===== src/rtl/div_seq.sv =====
// Sequential restoring radix-2 unsigned 32/32 divider, one quotient bit per cycle.
// Optional DIV_SEQ_ZERO_FAST_EN: divide-by-zero completes in a single cycle.
`timescale 1ns/1ps
module div_seq (
  input  logic        clk,
  input  logic        resetn,
  input  logic        valid,
  input  logic [31:0] a,
  input  logic [31:0] b,
  output logic        done,
  output logic [63:0] c
);

  typedef enum logic [1:0] {
    IDLE = 2'd0,
    BUSY = 2'd1,
    DONE = 2'd2
  } state_e;

  state_e      state_q, state_d;
  logic [5:0]  cnt_q, cnt_d;
  logic [32:0] rem_q, rem_d;
  logic [31:0] quo_q, quo_d;
  logic [31:0] b_q, b_d;
  logic [63:0] c_q, c_d;
  logic        done_q, done_d;

  logic [32:0] rem_sh;
  logic [32:0] trial;
  logic        neg;
  logic [32:0] rem_step;
  logic [31:0] quo_step;

  // quo_q starts as the dividend and shifts out into the remainder
  always_comb begin
    rem_sh   = {rem_q[31:0], quo_q[31]};
    trial    = rem_sh - {1'b0, b_q};
    neg      = trial[32];
    rem_step = neg ? rem_sh : trial;
    quo_step = {quo_q[30:0], ~neg};
  end

  always_comb begin
    state_d = state_q;
    cnt_d   = cnt_q;
    rem_d   = rem_q;
    quo_d   = quo_q;
    b_d     = b_q;
    c_d     = c_q;
    done_d  = 1'b0;
    unique case (state_q)
      IDLE: begin
        if (valid) begin
          b_d   = b;
          quo_d = a;
          rem_d = '0;
          cnt_d = '0;
`ifdef DIV_SEQ_ZERO_FAST_EN
          if (b == 32'd0) begin
            state_d = DONE;
            done_d  = 1'b1;
            c_d     = {a, 32'hFFFF_FFFF};
          end else begin
            state_d = BUSY;
          end
`else
          state_d = BUSY;
`endif
        end
      end
      BUSY: begin
        if (!valid) begin
          state_d = IDLE;
        end else begin
          rem_d = rem_step;
          quo_d = quo_step;
          cnt_d = cnt_q + 6'd1;
          if (cnt_q == 6'd31) begin
            state_d = DONE;
            done_d  = 1'b1;
            c_d     = {rem_step[31:0], quo_step};
          end
        end
      end
      DONE: begin
        state_d = IDLE;
      end
      default: begin
        state_d = IDLE;
      end
    endcase
  end

  always_ff @(posedge clk or negedge resetn) begin
    if (!resetn) begin
      state_q <= IDLE;
      cnt_q   <= '0;
      rem_q   <= '0;
      quo_q   <= '0;
      b_q     <= '0;
      c_q     <= '0;
      done_q  <= 1'b0;
    end else begin
      state_q <= state_d;
      cnt_q   <= cnt_d;
      rem_q   <= rem_d;
      quo_q   <= quo_d;
      b_q     <= b_d;
      c_q     <= c_d;
      done_q  <= done_d;
    end
  end

  assign done = done_q;
  assign c    = c_q;

endmodule


===== config.mk =====
export PLATFORM = sky130hd
export DESIGN_NAME = div_seq
export DESIGN_NICKNAME = d
export VERILOG_FILES = /design/src/rtl/div_seq.sv
export SDC_FILE = /design/constraint.sdc
export NUM_CORES = 1
export LEC_CHECK = 0
export BUFFER_PORTS_ARGS = -buffer_cell sky130_fd_sc_hd__clkbuf_2
export CAP_MARGIN = 20
export CELL_PAD_IN_SITES_DETAIL_PLACEMENT = 0
export CELL_PAD_IN_SITES_GLOBAL_PLACEMENT = 1
export CORE_UTILIZATION = 31
export DETAILED_ROUTE_END_ITERATION = 10
export PLACE_DENSITY = 0.61
export SLEW_MARGIN = 20
export SYNTH_ARGS = -nofsm -noshare
export SYNTH_HDL_FRONTEND = slang
export SYNTH_SLANG_ARGS = --single-unit

===== constraint.sdc =====
create_clock -name clk -period 5.4 [get_ports clk]
set_input_delay 0.27 -clock clk [delete_from_list [all_inputs] [get_ports clk]]
set_output_delay 0.27 -clock clk [all_outputs]
set_load 0.01 [all_outputs]

Word level (Yosys, flattened, before mapping). Index checks and enable logic that the tools add are counted.

Bits in registers: 169. Input port bits: 67. Output and inout port bits: 65. Logic and storage cells: 38.

Add/sub/neg operators: 2. Equality and inequality tests: 5. Multiplexer cells: 17. Bitwise logic cells: 1. Reductions and logical operators: 6.

Operators with widths (count): 2-to-1 mux 32 bit (5); case mux 32 bit (2 select lines) (2); subtractor 33 x 32 -> 33 bit (1); 2-to-1 mux 6 bit (2); case mux 6 bit (2 select lines) (1); adder 6 x 1 -> 6 bit (second input constant) (1); == test 6 x 5 -> 1 bit (second input constant) (1); 2-to-1 mux 2 bit (3); AND reduction 3 bit (2); inequality test 2 bit (second input constant) (2); case mux 2 bit (2 select lines) (1); AND reduction 2 bit (2); 2-to-1 mux 1 bit (3); inequality test 3 bit (second input constant) (1); == test 2 x 1 -> 1 bit (second input constant) (1); zero test 2 bit (1); nonzero test 2 bit (1); NOT 1 bit (1).

Logic depth before layout (Yosys ltp). Gate-level depths: netlist of run 1.

Word-level depth: 4. Gate-level depth with buffers: 14.

Least setup slack after synthesis of run 1. OpenSTA, ideal clock, no wires.

Path type: register -> register. Start point: reg quo_q[31]. End point: reg rem_q[10]. Library setup time: 0.130 ns. Arrival: 2.850 ns. Data required time: 5.270 ns. Slack: 2.420 ns. Cell stages (with the launch flop): 15. Buffers on the path: 2. Cell sequence: dfrtp_1 > inv_1 > ha_1 > inv_1 > fa_1 > a211oi_1 > nor2_1 > o2111ai_2 > a311oi_2 > or4_1 > nand3_1 > buf_6 > buf_6 > mux2i_1 > o21ai_1.

Cells in the longest elaborated chain, start to end: 4.

RTL lines: start: declaration (line 23) `logic [31:0] quo_q, quo_d;`; start signal: assignment (line 107) `quo_q <= quo_d;`; subtractor 33 x 32 -> 33 bit (line 37) `trial = rem_sh - {1'b0, b_q};`; 2-to-1 mux 32 bit (line 39) `rem_step = neg ? rem_sh : trial;`; 2-to-1 mux 32 bit (line 72) `if (!valid) begin`; case mux 32 bit (2 select lines) (line 51) `unique case (state_q)`; end signal: assignment (line 106) `rem_q <= rem_d;`; end: declaration (line 22) `logic [32:0] rem_q, rem_d;`.

No other way between the ends. The select of a mux whose other input is x is not followed. A chain may end at the register's enable or synchronous reset.

Worst setup path after layout of run 1.
Start point: reg quo_q[31]. End point: reg c_q[41] (netlist: c[41]).

Cells in the longest elaborated chain, start to end: 2.

RTL lines: subtractor 33 x 32 -> 33 bit (line 37); 2-to-1 mux 32 bit (line 39); end signal: assignment (line 101) `c_q <= '0;`; end signal: assignment (line 109) `c_q <= c_d;`; end: declaration (line 25) `logic [63:0] c_q, c_d;`.

No other way between the ends.

==> results of run 1 <==
[cell families (layout without fill, tap and decap cells)]
logic type                 count (synthesis)  in the layout
and+or+nand+nor                          357            357
AOI/OAI and AO/OA                        250            250
DFF                                      169            169
buffers and inverters                    102            216
muxes                                     69             69
adders and majority gates                 34             34
xor gates and xnor gates                  22             22
[area by class of cell]
type / instances / area (µm²)
repair buffers: 140 / 757
multi-input cells: 732 / 4340
clock buffers: 17 / 425
flip-flops and latches: 169 / 4230
well taps: 378 / 473
fillers: 2968 / 17500
inverters: 44 / 165
clock inverters: 15 / 193
[flip-flops by register name, summed over array words and instances (netlist names)]
register and cells:
b_q 32, c 64, cnt_q 6, done 1, quo_q 32, rem_q 32, state_q 2
[stage by stage]
step | hold slack [ns] | setup slack (ns) | instance area (µm²) | util, %
2_1_floorplan | -0.0256 | 2.42 | 8970 | -
3_3_place_gp | 0.343 | 1.69 | 9930 | 35.4
3_5_place_dp | 0.335 | 1.60 | 9930 | 35.4
4_1_cts | 0.0207 | 1.57 | 10600 | 37.6
5_1_grt | 0.0242 | 1.31 | 10600 | 37.7
6_report | 0.0350 | 1.63 | 10600 | 37.7
[worst min-delay path, stage by stage]
cell and delay (ns):
clkbuf_2 0.08, nand2_1 0.03, o21ai_0 0.05
[power groups by stage]
stage | logic (mW) | registers [mW] | clock network [mW]
floorplan | 1.66 | 1.55 | 0
global placement | 2.10 | 1.59 | 0
detailed placement | 2.09 | 1.59 | 0
CTS | 2.11 | 1.56 | 1.30
global route | 2.36 | 1.59 | 1.34
finish | 2.09 | 1.56 | 1.26
[how the worst min path moves through the flow]
stage / start / end / slack, ns / depth (start not counted)
final: b[18] / b_q[18]$_DFFE_PN0P_ / 0.04 / 3
after floorplan: resetn / b_q[0]$_DFFE_PN0P_ / -0.03 / 0
after detailed placement: resetn / c[20]$_DFFE_PN0P_ / 0.34 / 1
after global placement: resetn / c[20]$_DFFE_PN0P_ / 0.34 / 1
after CTS: b[8] / b_q[8]$_DFFE_PN0P_ / 0.02 / 3
after global routing: b[2] / b_q[2]$_DFFE_PN0P_ / 0.02 / 3
[timing repair]
item                                   in CTS  in global routing
hold buffers                                1                  0
endpoints found under the hold margin      73                  0
resized for setup                           0                  0
buffers inserted                            0                  0
[cells in the mapped netlist (4+ instances only)]
library cell and n:
nand4_1 9, clkbuf_1 41, o211ai_1 6, o21a_1 5, nand2_1 263, nor2b_1 4, o21ai_0 74, dfrtp_1 169
xor2_1 6, mux2i_1 66, nand3_1 12, nand3b_1 5, a211oi_1 7, nor3_1 9, o21ai_1 63, xnor2_1 16
a21oi_1 38, buf_2 5, nor2_1 35, ha_1 33, and3_1 5, buf_1 7, inv_1 42, a31oi_1 4
a21o_1 21
[metal layers]
layer	vias to the layer above	wire length, µm	GRT usage (%)
li1	3642	-	-
met1	3332	11600	22.6
met3	15	843	3.32
met4	0	245	3.96
met5	-	0	0
met2	138	10300	25.9
[layout by cell type, fill, tap and decap left out, drive strengths merged, types with 9 or more instances in the layout]
cell,count
nand4,9
clkbuf,147
a21oi,39
xnor2,16
inv,51
a21o,21
nand2,263
nand3,12
buf,9
o21ai,137
dfrtp,169
mux2i,66
nor3,9
ha,33
nor2,35
==> impl_metrics.py, run 1 <==
metrics = {
    "clock_network": {
        "cts_tree": "yes",
        "clkLatencyLatePin_ns": 0.44,
        "clk_pin_slew_ns": 0.08,
        "cts_sinks": 169,
        "cts_buffer_depth": 2,
        "root_buffer": "clkbuf_16",
        "cts_max_level": 4,
        "cts_buffers": 17,
    },
    "critical_path": {
        "path_depth": 13,
        "cp-startpoint": "quo_q[31]$_DFFE_PN0P_",
        "timing.critical_path.mode_cell": "inv_1",
        "worstSetupPathType": "reg2reg",
        "reg2reg_slack_ns": 1.63,
        "critPathArrivalTime_ns": 4.05,
        "critPathRequiredTime_ns": 5.68,
        "cp-endpoint": "c[41]$_DFFE_PN0P_",
        "critPathMaxFanout": 19,
        "path_cells": "inv_1 -> ha_1 -> inv_1 -> fa_1 -> a211oi_1 -> nor2_1 -> o2111ai_2 -> a311oi_2 -> or4_1 -> nand3_2 -> buf_4 -> mux2i_1 -> o21ai_1",
        "r2r_start": "quo_q[31]$_DFFE_PN0P_",
        "end_kind": "flip-flop",
        "r2r-end": "c[41]$_DFFE_PN0P_",
        "startpoint_type": "flip-flop",
        "cp_top_family": "simple AND/OR/NAND/NOR gates",
        "worst-r2r-cell-count": 13,
        "worst-path-buf-inv": 3,
        "slowest_stage": "or4_1",
        "slowest_delay_ns": 0.44,
    },
    "synth": {
        "synth_xor_area_share_pct": 2.15,
        "synth_edf_count": 0,
        "synth.avg_cell_area_um2": 8.94,
        "yosysWarningCount": 0,
        "synth_top_area_share_pct": 47.2,
        "syn_area_um2": 8970,
        "synth_fa_ha_area_share_pct": 4.83,
        "yosys_register_bits": 169,
        "ys_seq_area_share_pct": 47.2,
        "synth_top_family_by_area": "compound AO/OA/AOI/OAI gates",
        "yosys.area.top_type": "dfrtp_1",
        "synth_cells": 1003,
        "synthArstFlopShare_pct": 100,
        "synth_compound_area_share_pct": 16.8,
        "synthesis.nets": 1104,
        "yosysUniqueCellTypes": 62,
        "synth_area_leaders": "dfrtp_1, nand2_1, mux2i_1",
        "synthFlopType": "dfrtp_1",
        "synthSimpleGateAreaFrac_pct": 16.6,
        "synth_mux_area_share_pct": 7.74,
    },
    "power_and_ir_drop": {
        "vdd_drop_max_mv": 0.227,
        "switching_share_pct": 40.8,
        "power_density_nw_per_um2": 464,
        "p_total_mw": 4.91,
        "power_switching_mw": 2.00,
        "pwr-share-clk_pct": 25.6,
        "p_comb_share_pct": 42.6,
        "p_int_mw": 2.91,
        "p_seq_share_pct": 31.8,
        "p_leak_nw": 5.49,
    },
    "placed_design": {
        "io_buffers": 131,
        "place_inst": 1461,
        "gp_congestion": 0.819,
        "hpwlAfterDp_um": 15800,
    },
    "grt": {
        "overflow": 0,
        "grt_max_degree": 106,
        "grt_use_total_pct": 16.3,
        "grt_pass1_wl_um": 37600,
        "first_global_vias": 6960,
        "antenna_found_initial": 0,
    },
    "sta": {
        "tightest_slew_ns": 1.01,
        "finalCritPeriodShare_pct": 69.8,
        "max_freq_mhz": 265,
        "skew_ns": 0.0146,
        "totalNegativeSetupSlack_ns": 0,
        "rsz0062_at_grt": "no",
        "finalHoldViolations": 0,
        "slew_headroom_pct": 32.3,
        "setup_viol": 0,
        "period_needed_ns": 3.77,
        "slew_violations": 0,
    },
    "worst_hold_path": {
        "min_path_type": "in2reg",
    },
    "routing": {
        "dr.pass1.iters": 5,
        "drc_errors": 0,
        "vias": 7127,
        "drt_iter0_markers": 356,
        "wirelength_um": 22900,
        "ant_nets": 0,
        "viasPerCell": 4.77,
        "post_drt_wl_per_cell_um": 15.3,
    },
    "final_layout": {
        "areaGrowthSynthToFinish_pct": 18.0,
        "drive_above_1_share_pct": 16.7,
        "instances_no_fill": 1495,
        "n_antenna_cell": 0,
        "finalNetCount": 1205,
    },
    "floorplan": {
        "die_w_um": 172,
        "dieHeight_um": 172,
        "fp.dieArea_um2": 29600,
        "core_area_um2": 28100,
        "initial_core_util_pct": 31.9,
        "rows": 61,
        "io_pins": 132,
    },
    "run": {
        "cap_violations": 0,
    },
    "status": {
        "status": "finished, final reports clean",
    },
}
Power figures use the tool's default switching activity.
==> run 2, diff against run 1 <==
--- a/config.mk
+++ b/config.mk
@@ -5,13 +5,14 @@
 export SDC_FILE = /design/constraint.sdc
 export NUM_CORES = 1
 export LEC_CHECK = 0
+export ABC_AREA = 1
 export BUFFER_PORTS_ARGS = -buffer_cell sky130_fd_sc_hd__clkbuf_2
 export CAP_MARGIN = 20
 export CELL_PAD_IN_SITES_DETAIL_PLACEMENT = 0
 export CELL_PAD_IN_SITES_GLOBAL_PLACEMENT = 1
 export CORE_UTILIZATION = 31
 export DETAILED_ROUTE_END_ITERATION = 10
-export PLACE_DENSITY = 0.61
+export PLACE_DENSITY = 0.63
 export SLEW_MARGIN = 20
 export SYNTH_ARGS = -nofsm -noshare
 export SYNTH_HDL_FRONTEND = slang
==> constraint.sdc (replaced) <==
create_clock -name clk -period 3.81 [get_ports clk]
set_input_delay 0.1905 -clock clk [delete_from_list [all_inputs] [get_ports clk]]
set_output_delay 0.1905 -clock clk [all_outputs]
set_load 0.01 [all_outputs]
==> run 2 against run 1 <==
The flow now finishes with violations (DRC). Register-to-register slack got worse by 0.57 ns. Wire length up 25%. Die area grew 8.6%. First-iteration DRC count is 51% higher. Setup slack lost 0.57 ns. Synthesized cell count increased by 37%. Largest power group is now registers. Highest routed layer unchanged.
==> impl_metrics.py, run 2 <==
metrics = {
    "final_layout": {
        "finalNetCount": 1651,
        "areaGrowthSynthToFinish_pct": 23.4,
        "final_cell_mix": "nand2_1, inv_1, dfrtp_1",
        "largest_reg_flops": 64,
        "n_antenna_cell": 0,
        "drive_above_1_share_pct": 12.7,
        "final_core_util_pct": 39.1,
        "instances_no_fill": 1959,
        "final_common_cell": "nand2_1",
    },
    "power_and_ir_drop": {
        "power_density_nw_per_um2": 371,
        "pwr-share-clk_pct": 38.9,
        "p_comb_share_pct": 17.9,
        "p_int_mw": 3.07,
        "vdd_drop_max_mv": 0.307,
        "p_total_mw": 4.46,
        "p_leak_nw": 6.75,
        "switching_share_pct": 31.3,
        "p_seq_share_pct": 43.1,
        "power_switching_mw": 1.40,
    },
    "clock_network": {
        "ctsResizeCount": 0,
        "cts_sinks": 169,
        "postCtsSetupBuffers": 0,
        "clk_pin_slew_ns": 0.07,
        "clkLatencyLatePin_ns": 0.45,
        "cts_max_level": 4,
        "cts_buffers": 17,
        "root_buffer": "clkbuf_16",
        "cts_tree": "yes",
        "cts_buffer_depth": 2,
    },
    "routing": {
        "wirelength_um": 28700,
        "drt_iter0_markers": 539,
        "post_drt_wl_per_cell_um": 14.6,
        "viasPerCell": 4.52,
        "ant_nets": 0,
        "vias": 8847,
        "drc_errors": 28,
        "dr.pass1.iters": 8,
    },
    "critical_path": {
        "r2r_start": "quo_q[31]$_DFFE_PN0P_",
        "critPathMaxFanout": 20,
        "startpoint_type": "flip-flop",
        "end_kind": "flip-flop",
        "critPathArrivalTime_ns": 3.08,
        "critPathRequiredTime_ns": 4.14,
        "cp-startpoint": "quo_q[31]$_DFFE_PN0P_",
        "worst-r2r-cell-count": 17,
        "reg2reg_slack_ns": 1.06,
        "worstSetupPathType": "reg2reg",
    },
    "synth": {
        "yosys.area.top_type": "dfrtp_1",
        "yosysMostFrequentCell": "nand2_1",
        "yosysUniqueCellTypes": 37,
        "synth_area_leaders": "dfrtp_1, nand2_1, inv_1",
        "ys_seq_area_share_pct": 43.4,
        "yosys_register_bits": 169,
        "synth.avg_cell_area_um2": 7.09,
        "synthArstFlopShare_pct": 100,
        "yosysWarningCount": 0,
        "synth_cells": 1375,
        "syn_area_um2": 9750,
        "synthTopCellsByCount": "nand2_1, inv_1, dfrtp_1",
        "synthesis.nets": 1476,
        "synth_top_area_share_pct": 43.4,
        "synthFlopType": "dfrtp_1",
        "synth_edf_count": 0,
    },
    "sta": {
        "skew_ns": 0.0165,
        "slew_violations": 0,
        "period_needed_ns": 2.75,
        "rsz0062_at_grt": "no",
        "slew_headroom_pct": 34.1,
        "finalHoldViolations": 0,
        "setup_viol": 0,
        "totalNegativeSetupSlack_ns": 0,
        "finalCritPeriodShare_pct": 72.1,
        "tightest_slew_ns": 0.987,
        "max_freq_mhz": 364,
    },
    "worst_hold_path": {
        "hp-start": "a[22]",
        "hold_path_depth": 3,
        "min_path_type": "in2reg",
    },
    "status": {
        "status": "complete, but fails checks",
        "failed_checks": "DRC",
    },
    "grt": {
        "grt_pass1_wl_um": 45500,
        "grt_use_total_pct": 18.5,
        "grt_max_degree": 73,
        "antenna_found_initial": 0,
        "first_global_vias": 8570,
        "overflow": 0,
    },
    "floorplan": {
        "initial_core_util_pct": 31.7,
        "fp.dieArea_um2": 32200,
        "dieHeight_um": 179,
        "die_w_um": 179,
        "io_pins": 132,
        "core_area_um2": 30700,
        "rows": 64,
    },
    "placed_design": {
        "place_inst": 1865,
        "gp_congestion": 0.828,
        "hpwlAfterDp_um": 20500,
        "io_buffers": 131,
    },
    "run": {
        "cap_violations": 0,
    },
}
## run 2: cell count changes in the layout (fill, tap and decap cells not counted), moves of 19 or more
| cell | before | now |
|---|---|---|
| a21o_1 | 21 | 1 |
| dlygate4sd3_1 | 1 | 62 |
| inv_1 | 42 | 212 |
| mux2i_1 | 66 | 0 |
| nand2_1 | 262 | 509 |
| nand3_1 | 11 | 88 |
| nand3b_1 | 5 | 24 |
| o21ai_0 | 74 | 123 |
| o21ai_1 | 63 | 3 |
## run 2: critical path: stages, from the launching register on
cell and delay [ns]:
dfrtp_1 0.36, inv_1 0.09, ha_1 0.15, inv_1 0.07, fa_1 0.42, nand2_1 0.08
nand2_1 0.08, nand3_1 0.10, nand2_2 0.09, nand2_1 0.08, nand2_2 0.07, nand2_2 0.10
nand2_2 0.07, nand2_4 0.19, buf_4 0.33, nand3b_1 0.14, nand3_1 0.11, nand2_1 0.06
## run 2: logic make-up (layout without fill, tap and decap cells)
kind of cell               Yosys count  count (layout)  synth area share, %
and+or+nand+nor                    705             705                 30.3
buffers and inverters              266             454                 10.7
AOI/OAI and AO/OA                  186             186                 9.86
DFF                                169             169                 43.4
adders and majority gates           34              34                 4.44
xor gates and xnor gates            15              15                 1.35
## run 2: worst paths after layout
path / endpoint
min in group asynchronous: b_q[8]$_DFFE_PN0P_
worst max-delay path: c[38]$_DFFE_PN0P_
worst min register to register: c[52]$_DFFE_PN0P_
worst min-delay path: quo_q[22]$_DFFE_PN0P_
max in group asynchronous: b_q[27]$_DFFE_PN0P_
worst max register to register: c[38]$_DFFE_PN0P_
## run 2: cell type report
class	count	area, µm²
Clock buffer	18	439
Clock inverter	14	156
Fill cell	3327	18700
Inverter	217	815
Multi-Input combinational cell	940	4490
Sequential cell	169	4230
Tap cell	396	495
Timing Repair Buffer	205	1400
## run 2: per-stage QoR
stage | hold slack, ns | worst slack (ns) | area, µm²
6_report | 0.0148 | 1.06 | 12000
5_1_grt | 0.0160 | 0.796 | 12000
4_1_cts | 0.00656 | 1.03 | 12000
3_5_place_dp | 0.257 | 1.06 | 10800
3_3_place_gp | 0.267 | 1.14 | 10800
2_1_floorplan | -0.105 | 1.57 | 9750
## run 2: per-layer routing
| layer | track usage, % | wire [µm] |
|---|---|---|
| met5 | 0 | 0 |
| met4 | 4.83 | 349 |
| met3 | 3.02 | 915 |
| met2 | 30.7 | 13400 |
| met1 | 25.0 | 14000 |
## run 2: repair_timing
action | in CTS | in global routing
hold endpoints to repair | 131 | 0
endpoints found under the setup margin | 0 | 0
hold buffers | 62 | 0
## run 2: power groups by stage
stage / Clock, mW / Sequential (mW) / Combinational [mW]
after floorplan: 0 / 1.95 / 0.508
after detailed placement: 0 / 1.96 / 0.758
final: 1.74 / 1.93 / 0.800
after global placement: 0 / 1.96 / 0.759
after CTS: 1.80 / 1.93 / 0.814
after global routing: 1.87 / 1.94 / 0.922
==> run 3, diff against run 2 <==
--- a/config.mk
+++ b/config.mk
@@ -12,7 +12,7 @@
 export CELL_PAD_IN_SITES_GLOBAL_PLACEMENT = 1
 export CORE_UTILIZATION = 31
 export DETAILED_ROUTE_END_ITERATION = 10
-export PLACE_DENSITY = 0.63
+export PLACE_DENSITY = 0.66
 export SLEW_MARGIN = 20
 export SYNTH_ARGS = -nofsm -noshare
 export SYNTH_HDL_FRONTEND = slang
==> constraint.sdc (replaced) <==
create_clock -name clk -period 2.5 [get_ports clk]
set_input_delay 0.125 -clock clk [delete_from_list [all_inputs] [get_ports clk]]
set_output_delay 0.125 -clock clk [all_outputs]
set_load 0.01 [all_outputs]
==> run 3 against run 2 <==
The run still ends with DRC left. Worst hold slack better by 0.066 ns. Wire length up 0.24%. Register-to-register slack got worse by 0.86 ns. Clock power rose by 64%. Clock-buffer cell count decreased by 1. Via count up 1.4%.
==> impl_metrics.py, run 3 (synthesis results as in run 2) <==
metrics = {
    "floorplan": {
        "fp.dieArea_um2": 32200,
        "initial_core_util_pct": 31.7,
        "io_pins": 132,
        "die_w_um": 179,
        "core_area_um2": 30700,
        "dieHeight_um": 179,
        "rows": 64,
    },
    "routing": {
        "vias": 8970,
        "drt_iter0_markers": 508,
        "ant_nets": 0,
        "post_drt_wl_per_cell_um": 14.5,
        "dr.pass1.iters": 8,
        "drc_errors": 26,
        "wirelength_um": 28700,
        "viasPerCell": 4.53,
    },
    "critical_path": {
        "r2r-end": "rem_q[28]$_DFFE_PN0P_",
        "critPathArrivalTime_ns": 2.63,
        "startpoint_type": "flip-flop",
        "cp-startpoint": "rem_q[20]$_DFFE_PN0P_",
        "worst-r2r-cell-count": 16,
        "r2r_start": "rem_q[20]$_DFFE_PN0P_",
        "worstSetupPathType": "reg2reg",
        "reg2reg_slack_ns": 0.21,
        "critPathRequiredTime_ns": 2.83,
        "end_kind": "flip-flop",
        "critPathMaxFanout": 13,
    },
    "final_layout": {
        "drive_above_1_share_pct": 15.0,
        "areaGrowthSynthToFinish_pct": 27.0,
        "fillers": 3287,
        "instances_no_fill": 1979,
        "n_antenna_cell": 0,
        "final_cell_mix": "nand2_1, inv_1, dfrtp_1",
        "final_common_cell": "nand2_1",
        "finalNetCount": 1671,
        "largest_reg_flops": 64,
    },
    "placed_design": {
        "place_inst": 1884,
        "hpwlAfterDp_um": 20900,
        "post-place-ws_ns": 0.149,
        "gp_congestion": 0.850,
        "io_buffers": 131,
    },
    "grt": {
        "overflow": 0,
        "grt_use_total_pct": 18.7,
        "grt_max_degree": 69,
        "antenna_found_initial": 0,
        "use_met2_pct": 30.2,
        "first_global_vias": 8839,
        "grtUsageMet1_pct": 26.1,
        "grt_use_met3_pct": 2.76,
        "top_usage_layer": "met2",
        "grt_pass1_wl_um": 46700,
    },
    "clock_network": {
        "cts_sinks": 169,
        "cts_buffers": 17,
        "cts_buffer_depth": 2,
        "clkLatencyLatePin_ns": 0.45,
        "clk_pin_slew_ns": 0.07,
        "root_buffer": "clkbuf_16",
        "cts_tree": "yes",
        "cts_max_level": 4,
        "postCtsSetupBuffers": 0,
    },
    "sta": {
        "slew_headroom_pct": 37.6,
        "skew_ns": 0.0130,
        "max_freq_mhz": 436,
        "finalCritPeriodShare_pct": 91.8,
        "rsz0062_at_grt": "no",
        "setup_viol": 0,
        "worst_slack_ns": 0.205,
        "tightest_slew_ns": 0.935,
        "slew_violations": 0,
        "period_needed_ns": 2.29,
        "hold_slack_ns": 0.0813,
        "finalHoldViolations": 0,
        "totalNegativeSetupSlack_ns": 0,
    },
    "status": {
        "status": "complete, but fails checks",
        "failed_checks": "DRC",
    },
    "worst_hold_path": {
        "hold_end": "quo_q[0]$_DFFE_PN0P_",
        "hold_path_depth": 5,
        "min_path_type": "in2reg",
        "hp-start": "a[0]",
    },
    "run": {
        "cap_violations": 0,
    },
    "power_and_ir_drop": {
        "power_density_nw_per_um2": 572,
        "p_leak_nw": 6.89,
        "vdd_drop_max_mv": 0.424,
    },
}
[run 3: worst max path at each step]
stage                                       end
after floorplan               c[40]$_DFFE_PN0P_
after global placement        c[51]$_DFFE_PN0P_
after detailed placement      c[51]$_DFFE_PN0P_
final                     rem_q[28]$_DFFE_PN0P_
after global routing          c[38]$_DFFE_PN0P_
after CTS                     c[51]$_DFFE_PN0P_
[run 3: layout make-up]
class	count	area, µm²	share of cell area, %
Tap cell	396	495	4.00
Clock buffer	17	425	3.44
Timing Repair Buffer	225	1620	13.1
Inverter	217	815	6.58
Clock inverter	15	205	1.66
Sequential cell	169	4230	34.2
Multi-Input combinational cell	940	4590	37.1
[run 3: timing repair]
action,in CTS,in global routing
gates resized for setup,0,23
hold buffers,63,0
hold endpoints to repair,106,0
setup endpoints to repair,0,37
[run 3: layer usage]
layer  routed length (µm)  vias up
met2                13100      128
li1                     -     4665
met4                  393        0
met5                    0        -
met1                14400     4154
met3                  815       23
[run 3: report_power, final]
| group | total [mW] | internal (mW) | leakage [nW] | switching [mW] |
|---|---|---|---|---|
| Clock | 2.86 | 1.54 | 0.305 | 1.32 |
| Combinational | 1.29 | 0.481 | 4.34 | 0.812 |
| Sequential | 2.94 | 2.88 | 2.24 | 0.0539 |
[run 3: worst max-delay path, cell delays in order (launching register included)]
cell     delay (ns)
dfrtp_1        0.45
ha_1           0.39
nand2_1        0.09
nand2_1        0.09
nand2_1        0.07
nand2_1        0.07
inv_1          0.06
nand2_1        0.08
a21oi_2        0.21
nand2_2        0.09
nand2_4        0.11
nand2_4        0.08
buf_12         0.15
nand2_1        0.07
nand2_1        0.07
nand2_1        0.06
nand2_1        0.06
[run 3: stage by stage]
step | utilization [%] | cell area [µm²] | total power [mW]
2_1_floorplan | - | 9750 | 3.75
3_3_place_gp | 35.8 | 11000 | 4.18
3_5_place_dp | 35.8 | 11000 | 4.19
4_1_cts | 39.9 | 12300 | 7.15
5_1_grt | 40.3 | 12400 | 7.46
6_report | 40.3 | 12400 | 7.08
